===== config.mk =====
export PLATFORM = sky130hd
export DESIGN_NAME = citadel_uart_flat
export DESIGN_NICKNAME = d
export VERILOG_FILES = /design/src/rtl/citadel_uart_if.sv /design/src/rtl/citadel_uart.sv /design/src/flat_wrapper.sv
export SDC_FILE = /design/constraint.sdc
export NUM_CORES = 1
export LEC_CHECK = 0
export ABC_AREA = 1
export BUFFER_PORTS_ARGS = -buffer_cell sky130_fd_sc_hd__buf_4
export CAP_MARGIN = 5
export CORE_MARGIN = 1.5
export CORE_UTILIZATION = 25
export DETAILED_ROUTE_END_ITERATION = 7
export SLEW_MARGIN = 20
export SYNTH_ARGS = -nofsm -noshare
export SYNTH_HDL_FRONTEND = slang
export SYNTH_SLANG_ARGS = --single-unit
export TNS_END_PERCENT = 5

===== constraint.sdc =====
create_clock -name r_clk -period 2.5 [get_ports r_clk]
set_clock_uncertainty 0.1 [all_clocks]
set_input_delay 0.125 -clock r_clk [delete_from_list [all_inputs] [get_ports r_clk]]
set_output_delay 0.125 -clock r_clk [all_outputs]
set_load 0.1 [all_outputs]

===== src/rtl/citadel_uart_if.sv =====
// Core-side byte port of citadel_uart: TX push handshake and RX pop handshake.
interface citadel_uart_if;
  logic [7:0] tx_data;
  logic       tx_strobe;
  logic       tx_full;
  logic [7:0] rx_data;
  logic       rx_valid;
  logic       rx_ack;

  modport master (output tx_data, tx_strobe, rx_ack,
                  input  tx_full, rx_data, rx_valid);
  modport slave  (input  tx_data, tx_strobe, rx_ack,
                  output tx_full, rx_data, rx_valid);
endinterface


===== src/rtl/citadel_uart.sv =====
// 8N1 UART with TX and RX byte FIFOs between the Citadel core byte port
// and the serial pins. TX output is registered one cycle behind the TX FSM.
module citadel_uart #(
  parameter int CLKS_PER_BIT = 104,
  parameter int FIFO_DEPTH   = 16
) (
  input  logic          r_clk,
  input  logic          rst_n,
  citadel_uart_if.slave bus,
  output logic          uart_txd,
  input  logic          uart_rxd,
  output logic          rx_overrun,
  output logic          frame_err
);
  localparam int PW = $clog2(FIFO_DEPTH);
  localparam int CW = $clog2(CLKS_PER_BIT + 1);
  localparam logic [PW:0]   DEPTH_C  = FIFO_DEPTH[PW:0];
  localparam logic [CW-1:0] CPB_LAST = CW'(CLKS_PER_BIT - 1);
  localparam logic [CW-1:0] CPB_FULL = CW'(CLKS_PER_BIT);
  localparam logic [CW-1:0] CPB_HALF = CW'(CLKS_PER_BIT / 2);
  localparam logic [CW-1:0] TICK_ONE = CW'(1);

  typedef enum logic [1:0] {TX_IDLE, TX_START, TX_DATA, TX_STOP} tx_state_t;
  typedef enum logic [2:0] {RX_IDLE, RX_START, RX_DATA, RX_STOP, RX_WAIT_HIGH} rx_state_t;

  // TX side state
  logic [7:0]    tx_mem [FIFO_DEPTH];
  logic [PW-1:0] tx_wr_q, tx_wr_d, tx_rd_q, tx_rd_d;
  logic [PW:0]   tx_cnt_q, tx_cnt_d;
  logic          tx_full_q, tx_full_d;
  logic          tx_push, tx_pop;
  tx_state_t     tx_state_q, tx_state_d;
  logic [CW-1:0] tx_tick_q, tx_tick_d;
  logic [2:0]    tx_bit_q, tx_bit_d;
  logic [7:0]    tx_shift_q, tx_shift_d;
  logic          txd_q, txd_d;

  // RX side state
  logic [7:0]    rx_mem [FIFO_DEPTH];
  logic [PW-1:0] rx_wr_q, rx_wr_d, rx_rd_q, rx_rd_d;
  logic [PW:0]   rx_cnt_q, rx_cnt_d;
  logic          rx_push, rx_pop, rx_full, rx_wr_en;
  logic          rxd_meta_q, rxd_sync_q;
  rx_state_t     rx_state_q, rx_state_d;
  logic [CW-1:0] rx_tick_q, rx_tick_d;
  logic [2:0]    rx_bit_q, rx_bit_d;
  logic [7:0]    rx_shift_q, rx_shift_d;
  logic          overrun_q, overrun_d, frame_err_q, frame_err_d;

  // TX FSM next state; pops the FIFO head from IDLE or straight out of STOP
  always_comb begin
    tx_state_d = tx_state_q;
    tx_tick_d  = tx_tick_q;
    tx_bit_d   = tx_bit_q;
    tx_shift_d = tx_shift_q;
    tx_pop     = 1'b0;
    case (tx_state_q)
      TX_IDLE: begin
        if (tx_cnt_q != '0) begin
          tx_pop     = 1'b1;
          tx_shift_d = tx_mem[tx_rd_q];
          tx_tick_d  = '0;
          tx_state_d = TX_START;
        end
      end
      TX_START: begin
        if (tx_tick_q == CPB_LAST) begin
          tx_tick_d  = '0;
          tx_bit_d   = '0;
          tx_state_d = TX_DATA;
        end else begin
          tx_tick_d = tx_tick_q + 1'b1;
        end
      end
      TX_DATA: begin
        if (tx_tick_q == CPB_LAST) begin
          tx_tick_d  = '0;
          tx_shift_d = {1'b0, tx_shift_q[7:1]};
          if (tx_bit_q == 3'd7) tx_state_d = TX_STOP;
          else                  tx_bit_d   = tx_bit_q + 1'b1;
        end else begin
          tx_tick_d = tx_tick_q + 1'b1;
        end
      end
      TX_STOP: begin
        if (tx_tick_q == CPB_LAST) begin
          tx_tick_d = '0;
          if (tx_cnt_q != '0) begin
            tx_pop     = 1'b1;
            tx_shift_d = tx_mem[tx_rd_q];
            tx_state_d = TX_START;
          end else begin
            tx_state_d = TX_IDLE;
          end
        end else begin
          tx_tick_d = tx_tick_q + 1'b1;
        end
      end
      default: tx_state_d = TX_IDLE;
    endcase
    case (tx_state_q)
      TX_START: txd_d = 1'b0;
      TX_DATA:  txd_d = tx_shift_q[0];
      default:  txd_d = 1'b1;
    endcase
  end

  // TX FIFO bookkeeping; a push while full is silently dropped
  always_comb begin
    tx_push   = bus.tx_strobe && !tx_full_q;
    tx_wr_d   = tx_wr_q + PW'(tx_push);
    tx_rd_d   = tx_rd_q + PW'(tx_pop);
    tx_cnt_d  = tx_cnt_q + (PW+1)'(tx_push) - (PW+1)'(tx_pop);
    tx_full_d = (tx_cnt_d == DEPTH_C);
  end

  // TX FIFO storage write port
  always_ff @(posedge r_clk) begin
    if (tx_push) tx_mem[tx_wr_q] <= bus.tx_data;
  end

  // TX registers; reset forces the line high even mid-frame
  always_ff @(posedge r_clk or negedge rst_n) begin
    if (!rst_n) begin
      tx_wr_q    <= '0;
      tx_rd_q    <= '0;
      tx_cnt_q   <= '0;
      tx_full_q  <= 1'b0;
      tx_state_q <= TX_IDLE;
      tx_tick_q  <= '0;
      tx_bit_q   <= '0;
      tx_shift_q <= '0;
      txd_q      <= 1'b1;
    end else begin
      tx_wr_q    <= tx_wr_d;
      tx_rd_q    <= tx_rd_d;
      tx_cnt_q   <= tx_cnt_d;
      tx_full_q  <= tx_full_d;
      tx_state_q <= tx_state_d;
      tx_tick_q  <= tx_tick_d;
      tx_bit_q   <= tx_bit_d;
      tx_shift_q <= tx_shift_d;
      txd_q      <= txd_d;
    end
  end

  // RX FSM next state; the tick counter counts down and fires at 1,
  // so the first fire lands mid start bit and later fires one bit apart
  always_comb begin
    rx_state_d  = rx_state_q;
    rx_tick_d   = rx_tick_q;
    rx_bit_d    = rx_bit_q;
    rx_shift_d  = rx_shift_q;
    frame_err_d = frame_err_q;
    rx_push     = 1'b0;
    case (rx_state_q)
      RX_IDLE: begin
        if (!rxd_sync_q) begin
          rx_tick_d  = CPB_HALF;
          rx_state_d = RX_START;
        end
      end
      RX_START: begin
        if (rx_tick_q == TICK_ONE) begin
          if (rxd_sync_q) begin
            rx_state_d = RX_IDLE;
          end else begin
            rx_tick_d  = CPB_FULL;
            rx_bit_d   = '0;
            rx_state_d = RX_DATA;
          end
        end else begin
          rx_tick_d = rx_tick_q - 1'b1;
        end
      end
      RX_DATA: begin
        if (rx_tick_q == TICK_ONE) begin
          rx_shift_d = {rxd_sync_q, rx_shift_q[7:1]};
          rx_tick_d  = CPB_FULL;
          if (rx_bit_q == 3'd7) rx_state_d = RX_STOP;
          else                  rx_bit_d   = rx_bit_q + 1'b1;
        end else begin
          rx_tick_d = rx_tick_q - 1'b1;
        end
      end
      RX_STOP: begin
        if (rx_tick_q == TICK_ONE) begin
          if (rxd_sync_q) begin
            rx_push    = 1'b1;
            rx_state_d = RX_IDLE;
          end else begin
            frame_err_d = 1'b1;
            rx_state_d  = RX_WAIT_HIGH;
          end
        end else begin
          rx_tick_d = rx_tick_q - 1'b1;
        end
      end
      RX_WAIT_HIGH: begin
        if (rxd_sync_q) rx_state_d = RX_IDLE;
      end
      default: rx_state_d = RX_IDLE;
    endcase
  end

  // RX FIFO bookkeeping; a simultaneous pop frees the slot for a push when full
  always_comb begin
    rx_pop    = bus.rx_ack && (rx_cnt_q != '0);
    rx_full   = (rx_cnt_q == DEPTH_C);
    rx_wr_en  = rx_push && (!rx_full || rx_pop);
    rx_wr_d   = rx_wr_q + PW'(rx_wr_en);
    rx_rd_d   = rx_rd_q + PW'(rx_pop);
    rx_cnt_d  = rx_cnt_q + (PW+1)'(rx_wr_en) - (PW+1)'(rx_pop);
    overrun_d = overrun_q || (rx_push && rx_full && !rx_pop);
  end

  // RX FIFO storage write port
  always_ff @(posedge r_clk) begin
    if (rx_wr_en) rx_mem[rx_wr_q] <= rx_shift_q;
  end

  // RX registers, including the two-flop synchronizer that idles high
  always_ff @(posedge r_clk or negedge rst_n) begin
    if (!rst_n) begin
      rxd_meta_q  <= 1'b1;
      rxd_sync_q  <= 1'b1;
      rx_wr_q     <= '0;
      rx_rd_q     <= '0;
      rx_cnt_q    <= '0;
      rx_state_q  <= RX_IDLE;
      rx_tick_q   <= '0;
      rx_bit_q    <= '0;
      rx_shift_q  <= '0;
      overrun_q   <= 1'b0;
      frame_err_q <= 1'b0;
    end else begin
      rxd_meta_q  <= uart_rxd;
      rxd_sync_q  <= rxd_meta_q;
      rx_wr_q     <= rx_wr_d;
      rx_rd_q     <= rx_rd_d;
      rx_cnt_q    <= rx_cnt_d;
      rx_state_q  <= rx_state_d;
      rx_tick_q   <= rx_tick_d;
      rx_bit_q    <= rx_bit_d;
      rx_shift_q  <= rx_shift_d;
      overrun_q   <= overrun_d;
      frame_err_q <= frame_err_d;
    end
  end

  assign uart_txd     = txd_q;
  assign bus.tx_full  = tx_full_q;
  assign bus.rx_valid = (rx_cnt_q != '0);
  assign bus.rx_data  = bus.rx_valid ? rx_mem[rx_rd_q] : 8'h00;
  assign rx_overrun   = overrun_q;
  assign frame_err    = frame_err_q;
endmodule


===== src/flat_wrapper.sv =====
// flat-port wrapper written by rule: the top's interface ports become plain ports
module citadel_uart_flat 
#(
  parameter int CLKS_PER_BIT = 104,
  parameter int FIFO_DEPTH   = 16
)
  (r_clk, rst_n, uart_txd, uart_rxd, rx_overrun, frame_err, bus_tx_data, bus_tx_strobe, bus_rx_ack, bus_tx_full, bus_rx_data, bus_rx_valid);
  citadel_uart_if bus_i ();
  input  logic r_clk;
  input  logic rst_n;
  output logic uart_txd;
  input  logic uart_rxd;
  output logic rx_overrun;
  output logic frame_err;
  input wire logic [$bits(bus_i.tx_data)-1:0] bus_tx_data;
  input wire logic [$bits(bus_i.tx_strobe)-1:0] bus_tx_strobe;
  input wire logic [$bits(bus_i.rx_ack)-1:0] bus_rx_ack;
  output wire logic [$bits(bus_i.tx_full)-1:0] bus_tx_full;
  output wire logic [$bits(bus_i.rx_data)-1:0] bus_rx_data;
  output wire logic [$bits(bus_i.rx_valid)-1:0] bus_rx_valid;
  assign bus_i.tx_data = bus_tx_data;
  assign bus_i.tx_strobe = bus_tx_strobe;
  assign bus_i.rx_ack = bus_rx_ack;
  assign bus_tx_full = bus_i.tx_full;
  assign bus_rx_data = bus_i.rx_data;
  assign bus_rx_valid = bus_i.rx_valid;
  citadel_uart #(.CLKS_PER_BIT(CLKS_PER_BIT), .FIFO_DEPTH(FIFO_DEPTH)) u_core (.r_clk(r_clk), .rst_n(rst_n), .bus(bus_i), .uart_txd(uart_txd), .uart_rxd(uart_rxd), .rx_overrun(rx_overrun), .frame_err(frame_err));
endmodule

==> metrics <==
fmax=399.9 MHz; first-pass GRT wire length=51.50 mm; vias per cell=4.300; Overflow after GRT=0; IO buf count=25; share of cells above drive strength 1=15.82%; Die ar.=58,340 um2; peak supply drop=1.233 mV; Final period util=100.0%; Comb power frac=29.4%; via count=9,637; Placer Congestion=0.8124; Core ar.=56,280 um2; Placed Area=15,750 um2; most frequent cells in the layout=371 x nand2_1, 256 x edfxtp_1, 157 x nor2_1, 96 x inv_1, 83 x buf_4; # fillers=5,743; DRC viols=0; DR WL met3=1.456 mm; DP Wirelength=19.92 mm; LEAKAGE=7.381 nW; RSZ-0062 raised after global routing=true; CP Cell Sequence=clkinv_4 -> buf_8 -> buf_12 -> nor2_1 -> o22ai_2 -> nand2_1 -> nand2_1 -> nand2_1 -> nor2_1 -> buf_6; Avg Cell Area, Syn=10.58 um2; crit path time final=2501 ps; cell accounting for the most synthesized area=edfxtp_1; Top FF cell, synth=edfxtp_1; CP Launch Type=register; Critical Path RT=2280 ps; Final Hold Vio Count=0; Post-synth ARST share=22.19%; synthesized net count=1,390; post-synthesis sequential area ratio=66.90%; most frequent CP cell=nand2_1; clk sinks=329; global router's overall resource usage=10.97%; number of global-route vias before repair=9,587; Cells after Synth=1,345; DIE WIDTH=241.5 um; wl on met1=14.50 mm; CP max FO=12; pre-CTS WS=-171.2 ps; drt pass-1 iters=5; Reg clk slew, reported paths=60 ps; CP max stage delay=480 ps; arrival time worst endpoint=2280 ps; Critical-path top delay cell=dfrtp_2; #FFs+latches synth=329; Sw Ratio=33.27%; largest net degree at the start of global routing=81; Distinct cells, synth=34; antenna viol nets, final=0; initial core utilization=25.28%; CTS tree=done; status=complete, but fails checks; met2 WL=15.70 mm; final WL=32.59 mm; Setup CP Type=reg2out; CTS H-tree depth=2; CTS root buffer=clkbuf_16; top routing layer in use=met4; Int Power=10.91 mW; Net Switching=5.441 mW; Cell Pwr Density=935.2 nW/um2; PnR worst setup slack=-0.8578 ps; post-synth top area share=54.04%; Die Ht=241.5 um; ranking of synthesized cells by area=edfxtp_1 54%, dfrtp_1 12%, nand2_1 10%; Clock Path Buffers=3; Net count, final=1,503; Rows=87; Final Max Slew Viols=0; Max-slew headroom=47.50%; Hold WS=23.67 ps; Area growth syn-to-layout=22.92%; EDFF count, synth=256; Mapped Area=14,230 um2; WL/cell=14.54 um; worst-skew pair later-pin latency=520 ps; clock power share=30.5%; Top-Level Pins=26; CP Capture Type=output pin; Hold/Removal Path Class=in2async; # setup viols final=1; DR iter-0 viols=703; Inserted Diodes=0; fin area=17,490 um2; worst-margin pin slew=787.5 ps; failing checks=setup timing; Final TNS setup=-0.8578 ps; commonest non-fill, non-tap cell in the layout=nand2_1; Sequential Power Share=40.1%; Num CTS Buffers=35; warnings from Yosys=0; max-cap viol count=0; initial antenna violation count=0
==> power groups by stage <==
| stage | Clock (mW) | Sequential, mW | Combinational [mW] |
|---|---|---|---|
| 6_report | 4.99 | 6.56 | 4.81 |
| 2_1_floorplan | 0 | 6.60 | 2.65 |
| 5_1_grt | 5.32 | 6.60 | 5.17 |
| 4_1_cts | 5.13 | 6.55 | 4.05 |
| 3_3_place_gp | 0 | 6.68 | 3.66 |
| 3_5_place_dp | 0 | 6.70 | 3.74 |
==> metrics by stage <==
stage	util [%]	cells	total power, mW
2_1_floorplan	-	1345	9.247
3_3_place_gp	27.99	2148	10.34
3_5_place_dp	27.99	2148	10.44
4_1_cts	30.35	2228	15.73
5_1_grt	31.07	2241	17.09
6_report	31.07	2241	16.35
==> path summary, 6_finish.rpt <==
path                                    start  slack (ps)            endpoint  depth (start not counted)
max                         u_core.rx_rd_q[0]        -0.9      bus_rx_data[0]                         10
min                                     rst_n          20   u_core.tx_wr_q[3]                          3
max reg2reg                u_core.rx_cnt_q[3]          20  u_core.rx_cnt_q[4]                         14
min reg2reg                 u_core.rxd_meta_q         260   u_core.rxd_sync_q                          0
max in group asynchronous               rst_n        1940   u_core.rxd_sync_q                          3
min in group r_clk              bus_tx_strobe         100  u_core.tx_cnt_q[0]                          4
==> timing repair <==
action,in CTS,in global routing
buffers inserted,3,11
pin swaps,4,25
endpoints found under the setup margin,11,13
resized for setup,18,83
cloned,1,2
hold buffers,12,0
hold endpoints to repair,203,0
==> cell type report <==
| class | count | area, um2 | area share, % |
|---|---|---|---|
| flip-flops and latches | 329 | 9522 | 54.45 |
| multi-input cells | 864 | 4318 | 24.69 |
| inverters | 109 | 417.9 | 2.390 |
| clock buffers | 47 | 950.9 | 5.438 |
| well taps | 756 | 945.9 | 5.409 |
| clock inverters | 17 | 143.9 | 0.8228 |
| repair buffers | 119 | 1189 | 6.797 |
==> critical path, delay by kind of cell (launching register included) <==
kind                   cells  cell delay, ps
DFF                        1             480
AOI/OAI and AO/OA          1             210
and+or+nand+nor            5             470
buffers and inverters      4             590
==> flip-flops by register name (all words and copies together) (netlist names), 4 cells and up <==
signal             flops
u_core.rx_mem        128
u_core.tx_cnt_q        5
u_core.rx_wr_q         4
u_core.tx_shift_q      8
u_core.rx_tick_q       7
u_core.rx_cnt_q        5
u_core.tx_rd_q         4
u_core.tx_tick_q       7
u_core.rx_shift_q      8
u_core.rx_rd_q         4
u_core.tx_mem        128
u_core.tx_wr_q         4
==> synthesized netlist by cell type, drive strengths merged (2+ instances only) <==
| cell type | n |
|---|---|
| o21bai | 4 |
| fa | 2 |
| edfxtp | 256 |
| clkbuf | 14 |
| o21ai | 67 |
| ha | 30 |
| o31ai | 2 |
| inv | 108 |
| nand4 | 2 |
| dfrtp | 70 |
| o22ai | 10 |
| nand3 | 89 |
| nor2 | 173 |
| dfstp | 3 |
| a21oi | 63 |
| nand2 | 384 |
| xnor2 | 3 |
| a21boi | 8 |
| nor3 | 6 |
| buf | 29 |
| xor2 | 18 |
==> per-layer routing <==
metal  track usage [%]  vias to the layer above
met4             3.774                        0
li1                  -                     4716
met3             1.987                       73
met2             18.30                      202
met5                 0                        -
met1             14.28                     4646
==> cells by family after synthesis <==
kind of cell | after synthesis | share of synthesized area, %
buffers and inverters | 152 | 4.274
DFF | 329 | 66.90
AOI/OAI and AO/OA | 155 | 5.893
muxes | 1 | 0.07915
adders and majority gates | 32 | 2.920
and+or+nand+nor | 655 | 18.64
xor gates and xnor gates | 21 | 1.293
(Power assumes the default switching activity.)
